<file path="src/rtl/ifu_axi_fetch_pkg.sv">
// Shared types and constants for the instruction-fetch stage.
// State encoding, AXI field constants and the nop used to replace faulting fetches.
package ifu_axi_fetch_pkg;

  localparam int IFU_ADDR_W = 32;
  localparam int IFU_DATA_W = 32;

  typedef enum logic [1:0] {
    S_IDLE = 2'd0,
    S_AR   = 2'd1,
    S_R    = 2'd2,
    S_OUT  = 2'd3
  } ifu_state_e;

  localparam logic [1:0]  BURST_INCR = 2'b01;
  localparam logic [2:0]  SIZE_4B    = 3'b010;
  localparam logic [1:0]  RESP_OKAY  = 2'b00;
  localparam logic [31:0] INST_NOP   = 32'h0000_0013;

endpackage

</file>
<file path="src/rtl/ifu_axi_fetch.sv">
// Instruction fetch: one PC in, one single-beat AXI4 read, word held until the idu takes it.
// Optional YSYX_23060251_IFU_ERR_EN adds err_o and turns error responses into a nop.
module ifu_axi_fetch
  import ifu_axi_fetch_pkg::*;
#(
  parameter int         ADDR_W = IFU_ADDR_W,
  parameter int         DATA_W = IFU_DATA_W,
  parameter logic [3:0] AXI_ID = 4'h0
) (
  input  logic              clk_i,
  input  logic              rst_i,
  input  logic              flush_i,
  input  logic              pc_valid_i,
  output logic              pc_ready_o,
  input  logic [ADDR_W-1:0] pc_i,
  output logic              inst_valid_o,
  input  logic              inst_ready_i,
  output logic [31:0]       inst_o,
  output logic [ADDR_W-1:0] inst_pc_o,
  output logic              arvalid_o,
  input  logic              arready_i,
  output logic [ADDR_W-1:0] araddr_o,
  output logic [3:0]        arid_o,
  output logic [7:0]        arlen_o,
  output logic [2:0]        arsize_o,
  output logic [1:0]        arburst_o,
  input  logic              rvalid_i,
  output logic              rready_o,
  input  logic [DATA_W-1:0] rdata_i,
  input  logic [1:0]        rresp_i,
  input  logic              rlast_i,
  input  logic [3:0]        rid_i,
`ifdef YSYX_23060251_IFU_ERR_EN
  output logic              err_o,
`endif
  output logic              busy_o
);

  ifu_state_e        state_q;
  logic [ADDR_W-1:0] pc_q;
  logic [ADDR_W-1:0] inst_pc_q;
  logic [31:0]       inst_q;
  logic [31:0]       inst_d;
  logic              pc_ready_q;
  logic              arvalid_q;
  logic              rready_q;
  logic              inst_valid_q;
  logic              busy_q;
  logic              discard_q;
  logic              rerr_d;
  logic              beat_last;
  logic              drop_beat;
  logic              unused_ok;

  assign beat_last = rvalid_i && rlast_i;
  // A flush landing on the final beat drops it just like an earlier flush would.
  assign drop_beat = discard_q || flush_i;

`ifdef YSYX_23060251_IFU_ERR_EN
  logic err_q;
  assign rerr_d    = (rresp_i != RESP_OKAY);
  assign err_o     = err_q;
  assign unused_ok = ^rid_i;
`else
  assign rerr_d    = 1'b0;
  assign unused_ok = ^{rid_i, rresp_i};
`endif

  assign inst_d = rerr_d ? INST_NOP : rdata_i[31:0];

  assign arid_o    = AXI_ID;
  assign arlen_o   = 8'd0;
  assign arsize_o  = SIZE_4B;
  assign arburst_o = BURST_INCR;
  assign araddr_o  = {pc_q[ADDR_W-1:2], 2'b00};

  assign arvalid_o    = arvalid_q;
  assign rready_o     = rready_q;
  assign inst_valid_o = inst_valid_q;
  assign inst_o       = inst_q;
  assign inst_pc_o    = inst_pc_q;
  assign busy_o       = busy_q;
  // OUT can take the next PC in the same cycle the idu drains the current word.
  assign pc_ready_o   = !flush_i && (pc_ready_q || (state_q == S_OUT && inst_ready_i));

  always_ff @(posedge clk_i or negedge rst_i) begin
    if (!rst_i) begin
      state_q      <= S_IDLE;
      pc_q         <= '0;
      inst_pc_q    <= '0;
      inst_q       <= '0;
      pc_ready_q   <= 1'b0;
      arvalid_q    <= 1'b0;
      rready_q     <= 1'b0;
      inst_valid_q <= 1'b0;
      busy_q       <= 1'b0;
      discard_q    <= 1'b0;
`ifdef YSYX_23060251_IFU_ERR_EN
      err_q        <= 1'b0;
`endif
    end else begin
      case (state_q)
        S_IDLE: begin
          if (!flush_i && pc_valid_i) begin
            pc_q       <= pc_i;
            state_q    <= S_AR;
            pc_ready_q <= 1'b0;
            arvalid_q  <= 1'b1;
            busy_q     <= 1'b1;
          end else begin
            pc_ready_q <= 1'b1;
          end
        end
        S_AR: begin
          // The request must complete once offered; a flush only marks the reply as dead.
          if (flush_i) discard_q <= 1'b1;
          if (arready_i) begin
            state_q   <= S_R;
            arvalid_q <= 1'b0;
            rready_q  <= 1'b1;
          end
        end
        S_R: begin
          if (beat_last) begin
            rready_q <= 1'b0;
            if (drop_beat) begin
              discard_q  <= 1'b0;
              state_q    <= S_IDLE;
              busy_q     <= 1'b0;
              pc_ready_q <= 1'b1;
            end else begin
              inst_q       <= inst_d;
              inst_pc_q    <= pc_q;
              inst_valid_q <= 1'b1;
              state_q      <= S_OUT;
`ifdef YSYX_23060251_IFU_ERR_EN
              err_q        <= rerr_d;
`endif
            end
          end else if (flush_i) begin
            discard_q <= 1'b1;
          end
        end
        S_OUT: begin
          if (flush_i || (inst_ready_i && !pc_valid_i)) begin
            inst_valid_q <= 1'b0;
            state_q      <= S_IDLE;
            busy_q       <= 1'b0;
            pc_ready_q   <= 1'b1;
          end else if (inst_ready_i) begin
            inst_valid_q <= 1'b0;
            pc_q         <= pc_i;
            state_q      <= S_AR;
            arvalid_q    <= 1'b1;
          end
        end
        default: state_q <= S_IDLE;
      endcase
    end
  end

endmodule

</file>
<file path="config.mk">
export PLATFORM = sky130hd
export DESIGN_NAME = ifu_axi_fetch
export DESIGN_NICKNAME = d
export VERILOG_FILES = /design/src/rtl/ifu_axi_fetch_pkg.sv /design/src/rtl/ifu_axi_fetch.sv
export SDC_FILE = /design/constraint.sdc
export NUM_CORES = 1
export LEC_CHECK = 0
export BUFFER_PORTS_ARGS = -buffer_cell sky130_fd_sc_hd__clkbuf_2
export CELL_PAD_IN_SITES_DETAIL_PLACEMENT = 1
export CELL_PAD_IN_SITES_GLOBAL_PLACEMENT = 2
export CORE_ASPECT_RATIO = 1.4
export CORE_MARGIN = 8
export CORE_UTILIZATION = 28
export CTS_CLUSTER_DIAMETER = 100
export DETAILED_ROUTE_END_ITERATION = 6
export PLACE_DENSITY = 0.76
export SLEW_MARGIN = 20
export SYNTH_ARGS = -nofsm -noshare
export SYNTH_HDL_FRONTEND = slang
export SYNTH_SLANG_ARGS = --single-unit
</file>
<file path="constraint.sdc">
create_clock -name clk_i -period 1.7 [get_ports clk_i]
set_input_delay 0.255 -clock clk_i [delete_from_list [all_inputs] [get_ports clk_i]]
set_output_delay 0.255 -clock clk_i [all_outputs]
set_load 0.01 [all_outputs]
</file>
==> reports/results.txt <==
Outcome - finished, violations left
Violations in the final reports - negative setup slack
Mapped Avg Cell Area - 11.2 um2
Drt initial violations - 199
Die width - 135 um
Setup repair after global routing missed its margin - true
Port-buffer cells - 170
Post-detailed-placement cell area - 6520 um2
Tightest Pin Transition - 0.669 ns
CP cell instances - nand2b_4 > or4_4 > buf_12 > mux2_4
TritonCTS clock tree - yes
Top achievable clock speed - 0.555 GHz
Logic pwr share - 0.460
Sequential share of power - 0.365
Ratio of routed vias to standard cells - 4.90
Number of antenna violations at the first check in global routing - 0
Post-Synthesis Cell Area - 5590 um2
Clock sink count - 104
Worst hold slack - 0.130 ns
Placer's final routability congestion estimate - 0.742
Worst clock skew - 0.00770 ns
Drt pass-1 iters - 4
Wire length reported by the detailed router - 16800 um
Arrival time of data at the critical path endpoint - 2.04 ns
Switching Fraction - 0.381
Final period util - 1.06
Sequential element share of the synthesized area - 0.465
Endpoint required time on the critical path - 1.94 ns
Total number of H-tree levels - 3
Number of DRC violations after detailed routing - 0
Category of the most critical setup path - flop to flop
Register clock-pin slew on the reported worst setup and hold paths - 0.08 ns
VDD IR-drop max - 0.576 mV
Worst path slowest cell - sky130_fd_sc_hd__or4_4
Leak - 3.44 nW
Final hold violation count - 0
Vertical die dimension - 183 um
Via count - 4342
Design area - 6920 um2
Number of different library cells in the post-synthesis netlist - 32
Wire length of the first global-routing pass - 27400 um
Headroom to the max-slew limit - 0.554
Internal power consumption - 7.95 mW
Count of boundary I/O pins - 196
Clk Latency, worst-skew pair - 0.35 ns
Diodes inserted - 0
Kind of start point of the critical path - flop
Commonest cells after routing, fill and taps aside - sky130_fd_sc_hd__clkbuf_2 (168), sky130_fd_sc_hd__dfrtp_1 (102), sky130_fd_sc_hd__nand2b_1 (65)
Worst setup slack after placement - -0.0515 ns
Clock power share - 0.175
Sum of net half-perimeters after detailed placement - 11800 um
GRT Resource Usage Total - 0.138
CP Capture Type - flop
Tightest Hold Check Type - input port to flop
FF/Latch Area - 2610 um2
Synth Warn # - 0
Root buffer selected by CTS - sky130_fd_sc_hd__clkbuf_16
Row cnt - 61
Largest driver fanout on the critical path - 31
Routed length per instance - 19.0 um
Total Die Area - 24800 um2
Number of buffers between clock root and the deepest sink - 2
Delay of the slowest cell on the worst path - 0.53 ns
Gr ovfl total - 0
Switching power total - 4.90 mW
Cell count after synthesis - 501
Total CTS buffers - 9
Final setup slack of the worst path - -0.101 ns
Post-route core utilization - 0.350
Multi-input combinational cell area - 2500 um2
Via count of the first global-routing pass - 5042
Ratio of cells with drive above 1 in the final layout - 0.440
Core region area - 19800 um2
Relative area change from synthesis to final layout - 23.7%
Most common library cell in the layout ignoring fill and taps - sky130_fd_sc_hd__clkbuf_2
Number of violations of the max-capacitance limit - 0
Number of nets in the final layout - 707
Initial Util - 0.283
Pin count of the biggest net entering global routing - 104
Ratio of total power to cell area - 1860 nW/um2
Final setup fails - 65
Count of pins over their slew limit - 0
FF+latch count, synth - 104
Min cycle time layout - 1.80 ns
Fillers - 2250
Routed Antenna Nets - 0
## flip-flops by register name (all words and copies together), names as in the netlist
name          count
discard_q         1
pc_ready_q        1
state_q           2
rready_o          1
pc_q             32
busy_o            1
arvalid_o         1
inst_o           32
inst_valid_o      1
inst_pc_o        32
## cells by family (layout without fill, tap and decap cells)
group                  count (synthesis)  after routing  synth area share
AOI/OAI and AO/OA                    110            110             0.144
DFF                                  104            104             0.465
and+or+nand+nor                      126            126             0.122
muxes                                 64             64             0.162
buffers and inverters                 95            211             0.105
other                                  2             19           0.00134
## power groups by stage
stage / registers [mW] / clock network, mW / logic, mW
after floorplan: 4.86 / 0 / 3.75
after global placement: 4.60 / 0 / 5.67
after detailed placement: 4.74 / 0 / 5.82
after CTS: 4.71 / 2.36 / 6.00
after global routing: 4.91 / 2.44 / 6.47
final: 4.69 / 2.25 / 5.91
## area by class of cell
class	instances	share of cell area
Clock inverter	7	0.0152
Sequential cell	104	0.376
Tap cell	252	0.0456
Clock buffer	9	0.0325
Multi-Input combinational cell	319	0.361
Inverter	3	0.00163
Timing Repair Buffer	192	0.168
## cells in the mapped netlist
library cell | count | area share
sky130_fd_sc_hd__dfrtp_1 | 104 | 0.47
sky130_fd_sc_hd__nand2b_1 | 67 | 0.075
sky130_fd_sc_hd__buf_4 | 49 | 0.066
sky130_fd_sc_hd__mux2_4 | 49 | 0.13
sky130_fd_sc_hd__nor2_1 | 39 | 0.026
sky130_fd_sc_hd__clkbuf_1 | 35 | 0.023
sky130_fd_sc_hd__o22ai_1 | 33 | 0.037
sky130_fd_sc_hd__a221oi_1 | 32 | 0.050
sky130_fd_sc_hd__o31ai_1 | 32 | 0.043
sky130_fd_sc_hd__mux2_2 | 15 | 0.030
sky130_fd_sc_hd__buf_6 | 6 | 0.012
sky130_fd_sc_hd__a21oi_1 | 5 | 0.0045
sky130_fd_sc_hd__nand2_1 | 5 | 0.0034
sky130_fd_sc_hd__o21ai_0 | 4 | 0.0036
sky130_fd_sc_hd__inv_1 | 3 | 0.0020
sky130_fd_sc_hd__nor2b_1 | 3 | 0.0034
sky130_fd_sc_hd__conb_1 | 2 | 0.0013
sky130_fd_sc_hd__nand3_1 | 2 | 0.0018
sky130_fd_sc_hd__nand4b_1 | 2 | 0.0031
sky130_fd_sc_hd__nor3_1 | 2 | 0.0018
sky130_fd_sc_hd__a211o_1 | 1 | 0.0016
sky130_fd_sc_hd__and2_1 | 1 | 0.0011
sky130_fd_sc_hd__and3_1 | 1 | 0.0011
sky130_fd_sc_hd__and4b_1 | 1 | 0.0018
sky130_fd_sc_hd__buf_1 | 1 | 0.00067
sky130_fd_sc_hd__buf_2 | 1 | 0.00089
sky130_fd_sc_hd__nand3b_1 | 1 | 0.0013
sky130_fd_sc_hd__o221ai_1 | 1 | 0.0016
sky130_fd_sc_hd__o311a_1 | 1 | 0.0018
sky130_fd_sc_hd__o31a_1 | 1 | 0.0016
sky130_fd_sc_hd__or3_1 | 1 | 0.0011
sky130_fd_sc_hd__or4_1 | 1 | 0.0013
## metal layers
layer  part of all wire  track usage  up-vias  wire length [um]
met3              0.060       0.0353       19              1010
met2               0.51        0.243      150              8640
li1                   -            -     1992                 -
met1               0.41        0.158     2181              6910
met4              0.017       0.0521        0               282
met5                  0            0        -                 0
## critical path: cells and delay by family, from the launching register on
family | cells | cell delay, ns
mux | 1 | 0.33
flops | 1 | 0.44
simple gates | 2 | 0.68
buf+inv | 1 | 0.21
## per-stage QoR
stage	TNS [ns]	std cells	total power, mW
after floorplan	-0.530	518	8.61
after global placement	-0.302	867	10.3
after detailed placement	-1.78	867	10.6
after CTS	-6.68	885	13.1
after global routing	-6.32	886	13.8
final	-5.07	886	12.9
## timing repair
item                       4_1_cts  5_1_grt
gates cloned                     1        0
hold buffers                     1        0
setup buffers                    0        1
setup endpoints to repair       81       65
hold endpoints to repair         1        0
resized for setup                4        2
## path summary, 6_finish.rpt
path | startpoint | endpoint | slack [ns] | cells after the start
setup reg to reg | state_q[0] | inst_o[0] | -0.10 | 4
setup / recovery | state_q[0] | inst_o[0] | -0.10 | 4
max in group asynchronous | rst_i | state_q[1] | 0.63 | 3
min in group asynchronous | rst_i | rready_o | 0.23 | 2
hold reg to reg | inst_o[15] | inst_o[15] | 0.51 | 1
hold / removal | rdata_i[6] | inst_o[6] | 0.13 | 2
No activity file was read; power rests on OpenSTA's default activity.
